--- src/rtl/mux_arbiter_if.sv ---
`default_nettype none
// ============================================================================
// mux_arbiter_if : requester/mux handshake and data bundle for mux_arbiter
// Rev 1.0 - initial release
// ============================================================================
interface mux_arbiter_if #(
  parameter int WIDTH = 1
);

  logic             req_a;
  logic             req_b;
  logic [WIDTH-1:0] data_a;
  logic [WIDTH-1:0] data_b;
  logic             grant_a;
  logic             grant_b;
  logic             sel;
  logic [WIDTH-1:0] dout;
  logic             dout_valid;

  // Requester/stimulus side drives requests and data.
  modport master (
    output req_a, req_b, data_a, data_b,
    input  grant_a, grant_b, sel, dout, dout_valid
  );

  modport slave (
    input  req_a, req_b, data_a, data_b,
    output grant_a, grant_b, sel, dout, dout_valid
  );

endinterface
`default_nettype wire

--- src/rtl/mux_arbiter.sv ---
`default_nettype none
// ============================================================================
// mux_arbiter : two-requester round-robin arbiter with hold limit and
//               registered 2:1 mux output stage
// Rev 1.0 - initial release
// ============================================================================
module mux_arbiter #(
  parameter int WIDTH    = 1,
  parameter int MAX_HOLD = 4,
  parameter int CNT_W    = 3
) (
  input  wire logic    clock,
  input  wire logic    reset_n,
  mux_arbiter_if.slave bus
);

  typedef enum logic [1:0] {
    IDLE  = 2'd0,
    GNT_A = 2'd1,
    GNT_B = 2'd2
  } state_e;

  localparam logic [CNT_W-1:0] C_HOLD_LAST = CNT_W'(MAX_HOLD - 1);
  localparam logic             C_LAST_A    = 1'b0;
  localparam logic             C_LAST_B    = 1'b1;

  state_e           state_q, state_d;
  logic [CNT_W-1:0] hold_cnt_q, hold_cnt_d;
  logic             last_q, last_d;
  logic             sel_q, sel_d;
  logic             grant_a_q, grant_b_q;
  logic [WIDTH-1:0] dout_q;
  logic             dout_valid_q;
  logic             xfer;

  assign xfer = (grant_a_q & bus.req_a) | (grant_b_q & bus.req_b);

  always_comb begin
    state_d = state_q;
    case (state_q)
      IDLE: begin
        if (bus.req_a && bus.req_b) begin
          state_d = (last_q == C_LAST_A) ? GNT_B : GNT_A;
        end else if (bus.req_a) begin
          state_d = GNT_A;
        end else if (bus.req_b) begin
          state_d = GNT_B;
        end
      end
      GNT_A: begin
        if (!bus.req_a) begin
          state_d = bus.req_b ? GNT_B : IDLE;
        end else if (bus.req_b && (hold_cnt_q == C_HOLD_LAST)) begin
          state_d = GNT_B;
        end
      end
      GNT_B: begin
        if (!bus.req_b) begin
          state_d = bus.req_a ? GNT_A : IDLE;
        end else if (bus.req_a && (hold_cnt_q == C_HOLD_LAST)) begin
          state_d = GNT_A;
        end
      end
      default: state_d = IDLE;
    endcase
  end

  // Counter restarts on every grant entry and saturates, so a lone requester never rotates.
  always_comb begin
    hold_cnt_d = hold_cnt_q;
    if ((state_d == IDLE) || (state_d != state_q)) begin
      hold_cnt_d = '0;
    end else if (hold_cnt_q != C_HOLD_LAST) begin
      hold_cnt_d = hold_cnt_q + CNT_W'(1);
    end
  end

  always_comb begin
    last_d = last_q;
    sel_d  = sel_q;
    if (state_d == GNT_A) begin
      last_d = C_LAST_A;
      sel_d  = 1'b0;
    end else if (state_d == GNT_B) begin
      last_d = C_LAST_B;
      sel_d  = 1'b1;
    end
  end

  always_ff @(posedge clock) begin
    if (!reset_n) begin
      state_q      <= IDLE;
      hold_cnt_q   <= '0;
      last_q       <= C_LAST_B;
      sel_q        <= 1'b0;
      grant_a_q    <= 1'b0;
      grant_b_q    <= 1'b0;
      dout_q       <= '0;
      dout_valid_q <= 1'b0;
    end else begin
      state_q      <= state_d;
      hold_cnt_q   <= hold_cnt_d;
      last_q       <= last_d;
      sel_q        <= sel_d;
      grant_a_q    <= (state_d == GNT_A);
      grant_b_q    <= (state_d == GNT_B);
      dout_valid_q <= xfer;
      if (xfer) begin
        dout_q <= sel_q ? bus.data_b : bus.data_a;
      end
    end
  end

  assign bus.grant_a    = grant_a_q;
  assign bus.grant_b    = grant_b_q;
  assign bus.sel        = sel_q;
  assign bus.dout       = dout_q;
  assign bus.dout_valid = dout_valid_q;

endmodule
`default_nettype wire

--- src/flat_wrapper.sv ---
// flat-port wrapper written by rule: the top's interface ports become plain ports
module mux_arbiter_flat 
#(
  parameter int WIDTH    = 1,
  parameter int MAX_HOLD = 4,
  parameter int CNT_W    = 3
)
  (clock, reset_n, bus_req_a, bus_req_b, bus_data_a, bus_data_b, bus_grant_a, bus_grant_b, bus_sel, bus_dout, bus_dout_valid);
  mux_arbiter_if #(.WIDTH(WIDTH)) bus_i ();
  input  wire logic clock;
  input  wire logic reset_n;
  input wire logic [$bits(bus_i.req_a)-1:0] bus_req_a;
  input wire logic [$bits(bus_i.req_b)-1:0] bus_req_b;
  input wire logic [$bits(bus_i.data_a)-1:0] bus_data_a;
  input wire logic [$bits(bus_i.data_b)-1:0] bus_data_b;
  output wire logic [$bits(bus_i.grant_a)-1:0] bus_grant_a;
  output wire logic [$bits(bus_i.grant_b)-1:0] bus_grant_b;
  output wire logic [$bits(bus_i.sel)-1:0] bus_sel;
  output wire logic [$bits(bus_i.dout)-1:0] bus_dout;
  output wire logic [$bits(bus_i.dout_valid)-1:0] bus_dout_valid;
  assign bus_i.req_a = bus_req_a;
  assign bus_i.req_b = bus_req_b;
  assign bus_i.data_a = bus_data_a;
  assign bus_i.data_b = bus_data_b;
  assign bus_grant_a = bus_i.grant_a;
  assign bus_grant_b = bus_i.grant_b;
  assign bus_sel = bus_i.sel;
  assign bus_dout = bus_i.dout;
  assign bus_dout_valid = bus_i.dout_valid;
  mux_arbiter #(.WIDTH(WIDTH), .MAX_HOLD(MAX_HOLD), .CNT_W(CNT_W)) u_core (.clock(clock), .reset_n(reset_n), .bus(bus_i));
endmodule
--- config.mk ---
export PLATFORM = sky130hd
export DESIGN_NAME = mux_arbiter_flat
export DESIGN_NICKNAME = d
export VERILOG_FILES = /design/src/rtl/mux_arbiter_if.sv /design/src/rtl/mux_arbiter.sv /design/src/flat_wrapper.sv
export SDC_FILE = /design/constraint.sdc
export NUM_CORES = 1
export LEC_CHECK = 0
export ABC_AREA = 1
export CAP_MARGIN = 30
export CORE_MARGIN = 3
export CORE_UTILIZATION = 45
export DETAILED_ROUTE_END_ITERATION = 6
export DONT_BUFFER_PORTS = 1
export PLACE_DENSITY = 0.57
export SETUP_SLACK_MARGIN = 0.5
export SLEW_MARGIN = 20
export SYNTH_ARGS = -nofsm -noshare
export SYNTH_HDL_FRONTEND = slang
export SYNTH_SLANG_ARGS = --single-unit
--- constraint.sdc ---
create_clock -name clock -period 2.5 [get_ports clock]
set_input_delay 0.5 -clock clock [delete_from_list [all_inputs] [get_ports clock]]
set_output_delay 0.5 -clock clock [all_outputs]
set_load 0.01 [all_outputs]
==> key figures, run 1 <==
Timing
  – Unrepaired setup endpoints after global routing: no
  – Setup TNS: 0 ps
  – Final Hold Viols: 0
  – Fin Clk Skew: 2.40 ps
  – Max Slew Vio Count: 0
  – Slew margin rel.: 79.6%
  – Final period util: 74.1%
  – Worst-Margin Slew: 307 ps
  – Min Tclk post-route: 1850 ps
  – Achievable clock frequency: 0.540 GHz
  – Setup Viol. Count Final: 0

Die
  – I/O pin count: 11
  – Core area: 1170 um^2
  – Die H: 42.5 um
  – Row cnt: 12
  – Die footprint: 1800 um^2
  – Starting Density: 51.1%
  – Width of the chip: 42.5 um

Yosys
  – Dominant cells by area after synthesis: dfxtp_1 (37%), ha_1 (10%), inv_1 (7.5%), nand2_1 (7.5%), nor2_1 (7.5%)
  – Netlist Area Pre-Place: 598 um^2
  – Primary FF master, synth: dfxtp_1
  – Syn nets: 92
  – Syn_area_per_cell: 7.38 um^2
  – Syn Inst Count: 81
  – Ys async rst share: 0%
  – Post-synth cell types: 20
  – Seq/Total Area, Yosys: 36.8%
  – Synth top area share: 36.8%
  – Synth Register Bits: 11
  – Warning count from the yosys run: 0
  – Post-synth top cells: inv_1 (12), nand2_1 (12), nor2_1 (12)
  – Area leader, netlist: dfxtp_1
  – Post-synth EDFFs: 0

Setup path
  – Worst Path Required: 2690 ps
  – Crit start category: flop
  – Crit Path Max Fanout: 4
  – Critical Path Source: u_core.hold_cnt_q[1]$_SDFFE_PP0P_
  – FF-to-FF path depth: 12
  – Reg2reg setup slack: 650 ps
  – Worst reg2reg endpoint: u_core.hold_cnt_q[0]$_SDFFE_PP0P_
  – Worst path depth: 12
  – Max stage delay on crit path: 340 ps
  – WP buf/inv: 1
  – Crit path to: u_core.hold_cnt_q[0]$_SDFFE_PP0P_
  – CP delay by family, top: simple AND/OR/NAND/NOR gates
  – Worst path arrival time: 2050 ps
  – Nature of the critical path endpoint: flop
  – CP max stage cell: dfxtp_2
  – Crit path kind: reg -> reg
  – Worst r2r src: u_core.hold_cnt_q[1]$_SDFFE_PP0P_
  – Worst path cell trace: ha_4, ha_4, nand2_4, nand3_4, nor2_2, or2_4, inv_2, ha_2, or2_1, nor2_2, nand4_2, nor2_1

Global route
  – Pin count of the biggest net entering global routing: 7
  – Met2 Use GR: 18.2%
  – Initial antenna violation count: 0
  – Vias in the first global route: 416
  – M3 GR Usage: 5.58%
  – GRT Total Usage: 13.5%
  – First-pass GRT wire length: 1840 um
  – Met1 global-route usage: 18.6%
  – Total grt overflow: 0
  – Top Usage Layer GRT: met1

Cells and area
  – Util after Layout: 62.7%
  – Layout Nets: 102
  – Layout cells sized above 1: 33.3%
  – Area Growth Syn to Fin: 22.8%
  – ANT cells: 0

Clocking
  – Hold buffers post-CTS: 0
  – CTS tree: yes
  – Root buf cell: clkbuf_4
  – H-tree depth: 1
  – TritonCTS Buffers: 3
  – CTS clk-pin slew, worst paths: 60 ps
  – CTS max path bufs: 2
  – Clock Latency Late Sink: 260 ps
  – Clock tree sinks: 11

Worst hold path
  – Hold crit path type: in -> reg
  – Hold path depth: 2

Drt
  – Avg WL per Cell: 10.9 um
  – DR DRC count: 0
  – Routed Antenna Nets: 0
  – DR vias/cell: 4.80
  – Final wirelength: 1140 um
  – Via count: 499
  – Total iterations of the first detailed-routing run: 4
  – DR iter-0 viols: 9

Outcome
  – Status: complete, no violations

Power
  – Switching pwr: 170 uW
  – Switch share: 33.6%
  – Clock Power Share: 22.7%
  – Comb pwr share: 30.9%
  – P per Cell Area: 689 nW/um^2
  – Sequential power share: 46.4%
  – Maximum VDD drop: 409 uV
  – Leak pwr: 0.358 nW
  – Pint: 336 uW

Run
  – Maxcap violations: 0

Place
  – GP Congestion: 0.797
  – Post-DP HPWL: 810 um
  – Port bufs: 0
## registers in the layout (all words and copies together) (netlist names)
register,cells
u_core.bus.dout,1
u_core.bus.dout_valid,1
u_core.bus.grant_a,1
u_core.bus.grant_b,1
u_core.bus.sel,1
u_core.hold_cnt_q,3
u_core.last_q,1
u_core.state_q,2
## worst min path at each step
stage | start | to
CTS | reset_n | u_core.state_q[0]$_SDFF_PN0_
floorplan | u_core.last_q$_SDFFE_PN1P_ | u_core.last_q$_SDFFE_PN1P_
global route | reset_n | u_core.state_q[0]$_SDFF_PN0_
detailed placement | u_core.hold_cnt_q[2]$_SDFFE_PP0P_ | u_core.hold_cnt_q[2]$_SDFFE_PP0P_
global placement | u_core.hold_cnt_q[2]$_SDFFE_PP0P_ | u_core.hold_cnt_q[2]$_SDFFE_PP0P_
finish | reset_n | u_core.state_q[0]$_SDFF_PN0_
## metal layers
layer / wire length (um) / part of all wire, % / vias up
met4: 8 / 0.70 / 0
met5: 0 / 0 / -
li1: - / - / 268
met3: 69 / 6.1 / 2
met1: 545 / 48 / 217
met2: 512 / 45 / 12
## layout make-up
type	instances	area, um^2
clock buffer	4	26.3
fill	110	437
inverter	16	60.1
multi-input combinational	53	363
sequential	11	223
tap	14	17.5
timing repair buffer	6	45.0
## stage by stage
step	cell area [um^2]	hold slack (ps)	setup WS [ps]	power, mW	instances
after global routing	734	325	461	0.550	104
after CTS	652	322	504	0.488	98
after detailed placement	611	502	437	0.370	94
final	734	328	647	0.506	104
after floorplan	598	462	556	0.341	81
after global placement	611	484	415	0.369	94
## layout by cell type, fill, tap and decap left out, types with 2 or more instances in the layout
cell	synthesis	final
inv_2	4	5
inv_1	12	11
clkbuf_4	0	3
o21ai_0	3	3
mux2i_1	2	2
dfxtp_2	0	2
dfxtp_1	11	9
buf_4	0	6
nor2_2	1	2
a21oi_1	3	3
ha_1	5	2
nand3_1	4	3
nor2_1	12	11
nand2_2	4	4
ha_4	0	2
nand2_1	12	11
## worst register-to-register path: stages (launching register included)
cell,delay [ps]
dfxtp_2,340
ha_4,160
ha_4,170
nand2_4,80
nand3_4,70
nor2_2,100
or2_4,120
inv_2,40
ha_2,160
or2_1,210
nor2_2,100
nand4_2,110
nor2_1,130
## power by group through the flow
stage / Combinational, mW / Sequential (mW) / Clock, mW
CTS: 0.134 / 0.233 / 0.121
floorplan: 0.112 / 0.229 / 0
finish: 0.156 / 0.235 / 0.115
global placement: 0.131 / 0.238 / 0
global route: 0.184 / 0.239 / 0.127
detailed placement: 0.132 / 0.237 / 0
## what timing repair did
item | CTS | global route
setup endpoints to repair | 3 | 4
setup buffers | 0 | 6
gates resized for setup | 3 | 10
pin swaps | 1 | 10
cloned | 0 | 0
## logic make-up after synthesis
logic type / synth area share [%]
and+or+nand+nor: 31.0
buffers and inverters: 10.9
DFF: 36.8
AOI/OAI and AO/OA: 6.07
adders and majority gates: 10.5
muxes: 3.35
xor gates and xnor gates: 1.46
No activity file was read; power rests on OpenSTA's default activity.
==> run 2, diff against run 1 <==
==> constraint.sdc (replaced) <==
create_clock -name clock -period 1.92 [get_ports clock]
set_input_delay 0.384 -clock clock [delete_from_list [all_inputs] [get_ports clock]]
set_output_delay 0.384 -clock clock [all_outputs]
set_load 0.01 [all_outputs]
==> run 2 against run 1 <==
Compared with the run above:
- non-clock buffer count is 4 higher
- sequential power increased by 30%
- critical path type unchanged
- design area increased by 11%
==> key figures, run 2 (synthesized netlist as in run 1, its figures left out) <==
Clocking
  – TritonCTS Buffers: 3
  – CTS clk-pin slew, worst paths: 70 ps
  – H-tree depth: 1
  – CTS tree: yes
  – Hold buffers post-CTS: 0
  – CTS max path bufs: 2
  – Root buf cell: clkbuf_4
  – Clock tree sinks: 11
  – Clock Latency Late Sink: 260 ps

Timing
  – Min Tclk post-route: 1840 ps
  – Fin Clk Skew: 4.18 ps
  – Final Hold Viols: 0
  – Unrepaired setup endpoints after global routing: yes
  – Slew margin rel.: 83.3%
  – Achievable clock frequency: 0.544 GHz
  – Max Slew Vio Count: 0
  – Worst-Margin Slew: 251 ps
  – Final period util: 95.7%
  – Setup Viol. Count Final: 0

Cells and area
  – Biggest regs: u_core.hold_cnt_q x3, u_core.state_q x2
  – Util after Layout: 69.4%
  – Most frequent cells in the layout: nor2_1 (11), inv_1 (10), dfxtp_1 (9), nand2_1 (8)
  – Layout cells sized above 1: 42.6%
  – Area Growth Syn to Fin: 36.0%
  – Layout Nets: 106
  – Largest register FFs: 3
  – Fill count: 94
  – Reg with most FFs: u_core.hold_cnt_q
  – ANT cells: 0
  – Post-Layout Cell Count: 108
  – Commonest non-fill, non-tap cell in the layout: nor2_1

Outcome
  – Status: complete, no violations

Power
  – Comb pwr share: 41.0%
  – Switch share: 34.0%
  – P per Cell Area: 951 nW/um^2
  – Pint: 511 uW
  – Clock Power Share: 19.6%
  – Leak pwr: 0.382 nW
  – Maximum VDD drop: 660 uV
  – Sequential power share: 39.4%
  – Switching pwr: 263 uW

Die
  – Die footprint: 1800 um^2
  – I/O pin count: 11
  – Core area: 1170 um^2
  – Width of the chip: 42.5 um
  – Die H: 42.5 um
  – Starting Density: 51.1%
  – Row cnt: 12

Setup path
  – Crit path to: u_core.hold_cnt_q[0]$_SDFFE_PP0P_
  – Worst Path Required: 2120 ps
  – Crit start category: flop
  – Nature of the critical path endpoint: flop
  – FF-to-FF path depth: 12
  – Crit path kind: reg -> reg
  – Worst path arrival time: 2030 ps
  – Crit Path Max Fanout: 3
  – Worst reg2reg endpoint: u_core.hold_cnt_q[0]$_SDFFE_PP0P_
  – Reg2reg setup slack: 80 ps
  – Critical Path Source: u_core.hold_cnt_q[0]$_SDFFE_PP0P_
  – Worst r2r src: u_core.hold_cnt_q[0]$_SDFFE_PP0P_

Drt
  – DR DRC count: 0
  – Routed Antenna Nets: 0
  – Total iterations of the first detailed-routing run: 4
  – DR iter-0 viols: 7
  – Final wirelength: 1150 um
  – DR vias/cell: 4.68
  – Via count: 505
  – Avg WL per Cell: 10.7 um

Place
  – Port bufs: 0
  – Dpl cells: 95
  – Post-DP HPWL: 888 um
  – GP Congestion: 0.864

Global route
  – Initial antenna violation count: 0
  – First-pass GRT wire length: 2030 um
  – GRT Total Usage: 14.6%
  – Vias in the first global route: 469
  – Total grt overflow: 0
  – Pin count of the biggest net entering global routing: 7

Run
  – Maxcap violations: 0

Worst hold path
  – Hold path depth: 2
  – Hold crit path type: in -> reg
[run 2: worst min path at each step]
stage,start,end
6_report,reset_n,u_core.bus.grant_a$_SDFF_PN0_
5_1_grt,reset_n,u_core.bus.grant_a$_SDFF_PN0_
4_1_cts,reset_n,u_core.state_q[0]$_SDFF_PN0_
3_5_place_dp,reset_n,u_core.bus.grant_b$_SDFF_PN0_
3_3_place_gp,reset_n,u_core.state_q[0]$_SDFF_PN0_
2_1_floorplan,u_core.last_q$_SDFFE_PN1P_,u_core.last_q$_SDFFE_PN1P_
[run 2: power groups by stage]
stage                     clock network, mW  logic, mW  registers (mW)
after floorplan                           0      0.171           0.302
after global placement                    0      0.206           0.311
after detailed placement                  0      0.213           0.311
after CTS                             0.158      0.305           0.305
after global routing                  0.171      0.357           0.312
final                                 0.152      0.317           0.305
[run 2: area by class of cell]
class | instances | area [um^2] | area share (%)
flip-flops and latches | 11 | 223 | 27.4
well taps | 14 | 17.5 | 2.15
clock buffers | 4 | 26.3 | 3.23
repair buffers | 10 | 86.3 | 10.6
multi-input cells | 53 | 398 | 48.9
inverters | 16 | 62.6 | 7.69
[run 2: stage by stage]
stage	TNS (ps)	instance area [um^2]	hold WS [ps]	setup WS, ps	total power, mW
finish	0	813	218	82.9	0.774
global route	-164	813	202	-67.8	0.840
CTS	0	801	214	102	0.768
detailed placement	0	676	490	53.4	0.523
global placement	0	676	485	68.6	0.517
floorplan	0	662	464	102	0.473
[run 2: repair_timing]
item                                    in CTS  in global routing
buffers inserted                             8                  1
endpoints found under the setup margin       7                  8
gates resized for setup                      8                  2
pin swaps                                    4                  3
[run 2: metal layers]
metal,global-route usage (%),share of wire [%],vias up
met5,0,0,-
met1,18.6,48,220
met2,23.7,48,9
li1,-,-,276
met4,5.59,0,0
met3,3.00,3.6,0
[run 2: worst max-delay path, cell delays in order, from the launching register on]
cell and delay, ps:
dfxtp_2 340, ha_4 160, ha_4 170, nand2_4 60, nand3_2 80, nor2_2 90
or2_4 150, inv_4 40, ha_4 130, or2_1 220, nor2_2 90, nand4_2 100
nor2_1 120
==> run 3, diff against run 2 <==
--- a/config.mk
+++ b/config.mk
@@ -5,7 +5,6 @@
 export SDC_FILE = /design/constraint.sdc
 export NUM_CORES = 1
 export LEC_CHECK = 0
-export ABC_AREA = 1
 export CAP_MARGIN = 30
 export CORE_MARGIN = 3
 export CORE_UTILIZATION = 45
==> run 3 against run 2 <==
Compared with the run above:
- the flow now finishes with violations (negative setup slack)
- total power fell by 28%
- design area rose by 16%
- worst hold slack got worse by 45 ps
- worst setup slack got worse by 150 ps
- core utilization rose by 10 points
- critical path depth fell by 3
- first-iteration DRC count rose by 14%
- sequential share of layout area fell by 3.8 points
- register-to-register slack got worse by 150 ps
- combinational power fell by 56%
- die area rose by 2.2%
==> key figures, run 3 <==
Outcome
  – Status: complete, but fails checks
  – Failing checks: negative setup slack

Yosys
  – Synth Area in Compound Gates: 23.1%
  – Count leader, synth: dfxtp_1
  – Warning count from the yosys run: 0
  – Syn Inst Count: 66
  – Synth Register Bits: 11
  – Seq/Total Area, Yosys: 35.9%
  – Post-synth top cells: dfxtp_1 (11), ha_1 (5), nand2_1 (5)
  – Area leader, netlist: dfxtp_1
  – Syn nets: 77
  – Mux cell area share after synthesis: 1.63%
  – Syn_area_per_cell: 9.29 um^2
  – Largest family of logic cells by synthesized area: compound AO/OA/AOI/OAI gates
  – Primary FF master, synth: dfxtp_1
  – Netlist Area Pre-Place: 613 um^2
  – Post-synth EDFFs: 0
  – Synth top area share: 35.9%
  – Post-synth cell types: 31
  – Adder-cell share of the synthesized area: 10.2%
  – Simple-gate area share of the yosys netlist: 20.4%
  – XOR/XNOR share of the synthesized area: 1.43%
  – Ys async rst share: 0%
  – Dominant cells by area after synthesis: dfxtp_1 (36%), ha_1 (10%), buf_6 (3.7%), nand3_1 (3.3%), and2_1 (3.1%)

Setup path
  – Worst r2r src: u_core.hold_cnt_q[1]$_SDFFE_PP0P_
  – CP max stage cell: dfxtp_2
  – Crit path kind: reg -> reg
  – Reg2reg setup slack: -70 ps
  – Crit start category: flop
  – CP delay by family, top: adder cells
  – Most used cell, CP: ha_4
  – Max stage delay on crit path: 360 ps
  – Worst reg2reg endpoint: u_core.hold_cnt_q[2]$_SDFFE_PP0P_
  – Worst path arrival time: 2180 ps
  – FF-to-FF path depth: 9
  – Worst path cell trace: ha_4, ha_4, inv_2, a211oi_2, o211ai_1, ha_2, nand2b_4, or3_4, o22ai_2
  – Crit Path Max Fanout: 5
  – Worst Path Required: 2110 ps
  – WP buf/inv: 1
  – Nature of the critical path endpoint: flop

Drt
  – Avg WL per Cell: 15.8 um
  – DR iter-0 viols: 8
  – Via count: 588
  – Routed Antenna Nets: 0
  – DR vias/cell: 5.76
  – Total iterations of the first detailed-routing run: 3
  – Final wirelength: 1610 um
  – DR DRC count: 0

Cells and area
  – Area Growth Syn to Fin: 53.9%
  – Biggest regs: u_core.hold_cnt_q x3, u_core.state_q x2
  – Most frequent cells in the layout: buf_4 (15), dfxtp_1 (9), buf_6 (6), nand2_1 (4)
  – Commonest non-fill, non-tap cell in the layout: buf_4
  – Reg with most FFs: u_core.hold_cnt_q
  – Largest register FFs: 3
  – Layout Nets: 100
  – ANT cells: 0
  – Post-Layout Cell Count: 102
  – Layout cells sized above 1: 59.1%

Global route
  – GRT Total Usage: 17.3%
  – First-pass GRT wire length: 2410 um
  – Pin count of the biggest net entering global routing: 12
  – Initial antenna violation count: 0
  – Vias in the first global route: 527
  – Total grt overflow: 0

Worst hold path
  – Hold crit path type: in -> reg
  – Hold Startpoint: reset_n
  – Hold EP: u_core.last_q$_SDFFE_PN1P_
  – Hold path depth: 1

Place
  – Pre-CTS WS: -80.6 ps
  – Port bufs: 0
  – Dpl cells: 87
  – GP Congestion: 0.736
  – Post-DP HPWL: 1040 um

Power
  – Comb pwr share: 25.3%
  – Leak pwr: 0.366 nW
  – Clock Power Share: 28.7%
  – P per Cell Area: 592 nW/um^2
  – Maximum VDD drop: 471 uV
  – Pwr Total: 559 uW
  – Pint: 405 uW
  – Switching pwr: 154 uW
  – Sequential power share: 46.0%
  – Switch share: 27.5%

Timing
  – Max Slew Vio Count: 0
  – Fin Clk Skew: 14.5 ps
  – Final period util: 104%
  – Final Hold Viols: 0
  – Achievable clock frequency: 0.503 GHz
  – Slew margin rel.: 80.4%
  – Unrepaired setup endpoints after global routing: yes
  – Worst-Margin Slew: 292 ps
  – Setup ws final: -68.4 ps
  – Setup Viol. Count Final: 4
  – Min Tclk post-route: 1990 ps

Clocking
  – Root buf cell: clkbuf_4
  – CTS clk-pin slew, worst paths: 80 ps
  – Clock Latency Late Sink: 270 ps
  – Clock tree sinks: 11
  – H-tree depth: 1
  – TritonCTS Buffers: 3
  – CTS max path bufs: 2
  – CTS tree: yes

Die
  – I/O pin count: 11
  – Row cnt: 12
  – Die footprint: 1840 um^2
  – Starting Density: 51.7%
  – Die H: 42.9 um
  – Core area: 1190 um^2
  – Width of the chip: 42.9 um

Run
  – Maxcap violations: 0
-- run 3: how the worst max path moves through the flow --
stage / cells after the start / slack, ps / endpoint / start
after global routing: 9 / -210 / u_core.hold_cnt_q[2]$_SDFFE_PP0P_ / u_core.hold_cnt_q[1]$_SDFFE_PP0P_
after floorplan: 10 / -50 / u_core.hold_cnt_q[0]$_SDFFE_PP0P_ / u_core.hold_cnt_q[0]$_SDFFE_PP0P_
after detailed placement: 9 / -80 / u_core.hold_cnt_q[2]$_SDFFE_PP0P_ / u_core.hold_cnt_q[1]$_SDFFE_PP0P_
after global placement: 9 / -8 / u_core.hold_cnt_q[0]$_SDFFE_PP0P_ / u_core.hold_cnt_q[0]$_SDFFE_PP0P_
after CTS: 9 / -50 / u_core.hold_cnt_q[2]$_SDFFE_PP0P_ / u_core.hold_cnt_q[1]$_SDFFE_PP0P_
final: 9 / -70 / u_core.hold_cnt_q[2]$_SDFFE_PP0P_ / u_core.hold_cnt_q[1]$_SDFFE_PP0P_
-- run 3: stage by stage --
stage,hold WS [ps],area (um^2),utilization (%),TNS (ps)
floorplan,446,679,-,-93.8
global placement,450,742,62.6,-13.2
detailed placement,451,742,62.6,-159
CTS,179,866,73.0,-103
global route,173,943,79.5,-882
finish,173,943,79.5,-170
-- run 3: timing repair --
action	CTS	global route
pin swaps	11	5
endpoints found under the setup margin	7	9
buffers inserted	8	3
hold buffers	0	0
gates resized for setup	7	14
hold endpoints to repair	0	0
-- run 3: routing by layer --
layer / vias to the layer above / GRT usage (%) / wire (um)
met5: - / 0 / 0
met2: 11 / 30.2 / 910
met3: 2 / 5.08 / 53
met1: 285 / 21.3 / 631
li1: 290 / - / -
met4: 0 / 1.86 / 19
-- run 3: logic make-up (layout without fill, tap and decap cells) --
family / Yosys count / count (layout)
AOI/OAI and AO/OA: 18 / 18
xor gates and xnor gates: 1 / 1
adders and majority gates: 5 / 5
buffers and inverters: 7 / 29
DFF: 11 / 11
muxes: 1 / 1
and+or+nand+nor: 23 / 23
-- run 3: cell type report --
| cell class | instances | area (um^2) |
|---|---|---|
| Timing Repair Buffer | 21 | 180 |
| Inverter | 4 | 15.0 |
| Multi-Input combinational cell | 48 | 482 |
| Clock buffer | 4 | 26.3 |
| Sequential cell | 11 | 223 |
| Tap cell | 14 | 17.5 |
| Fill cell | 78 | 243 |
-- run 3: power by group through the flow --
stage          Clock, mW  Sequential [mW]  Combinational, mW
2_1_floorplan          0            0.258             0.0705
3_3_place_gp           0            0.262             0.0882
3_5_place_dp           0            0.262             0.0891
4_1_cts            0.163            0.256              0.111
5_1_grt            0.171            0.259              0.155
6_report           0.160            0.257              0.141
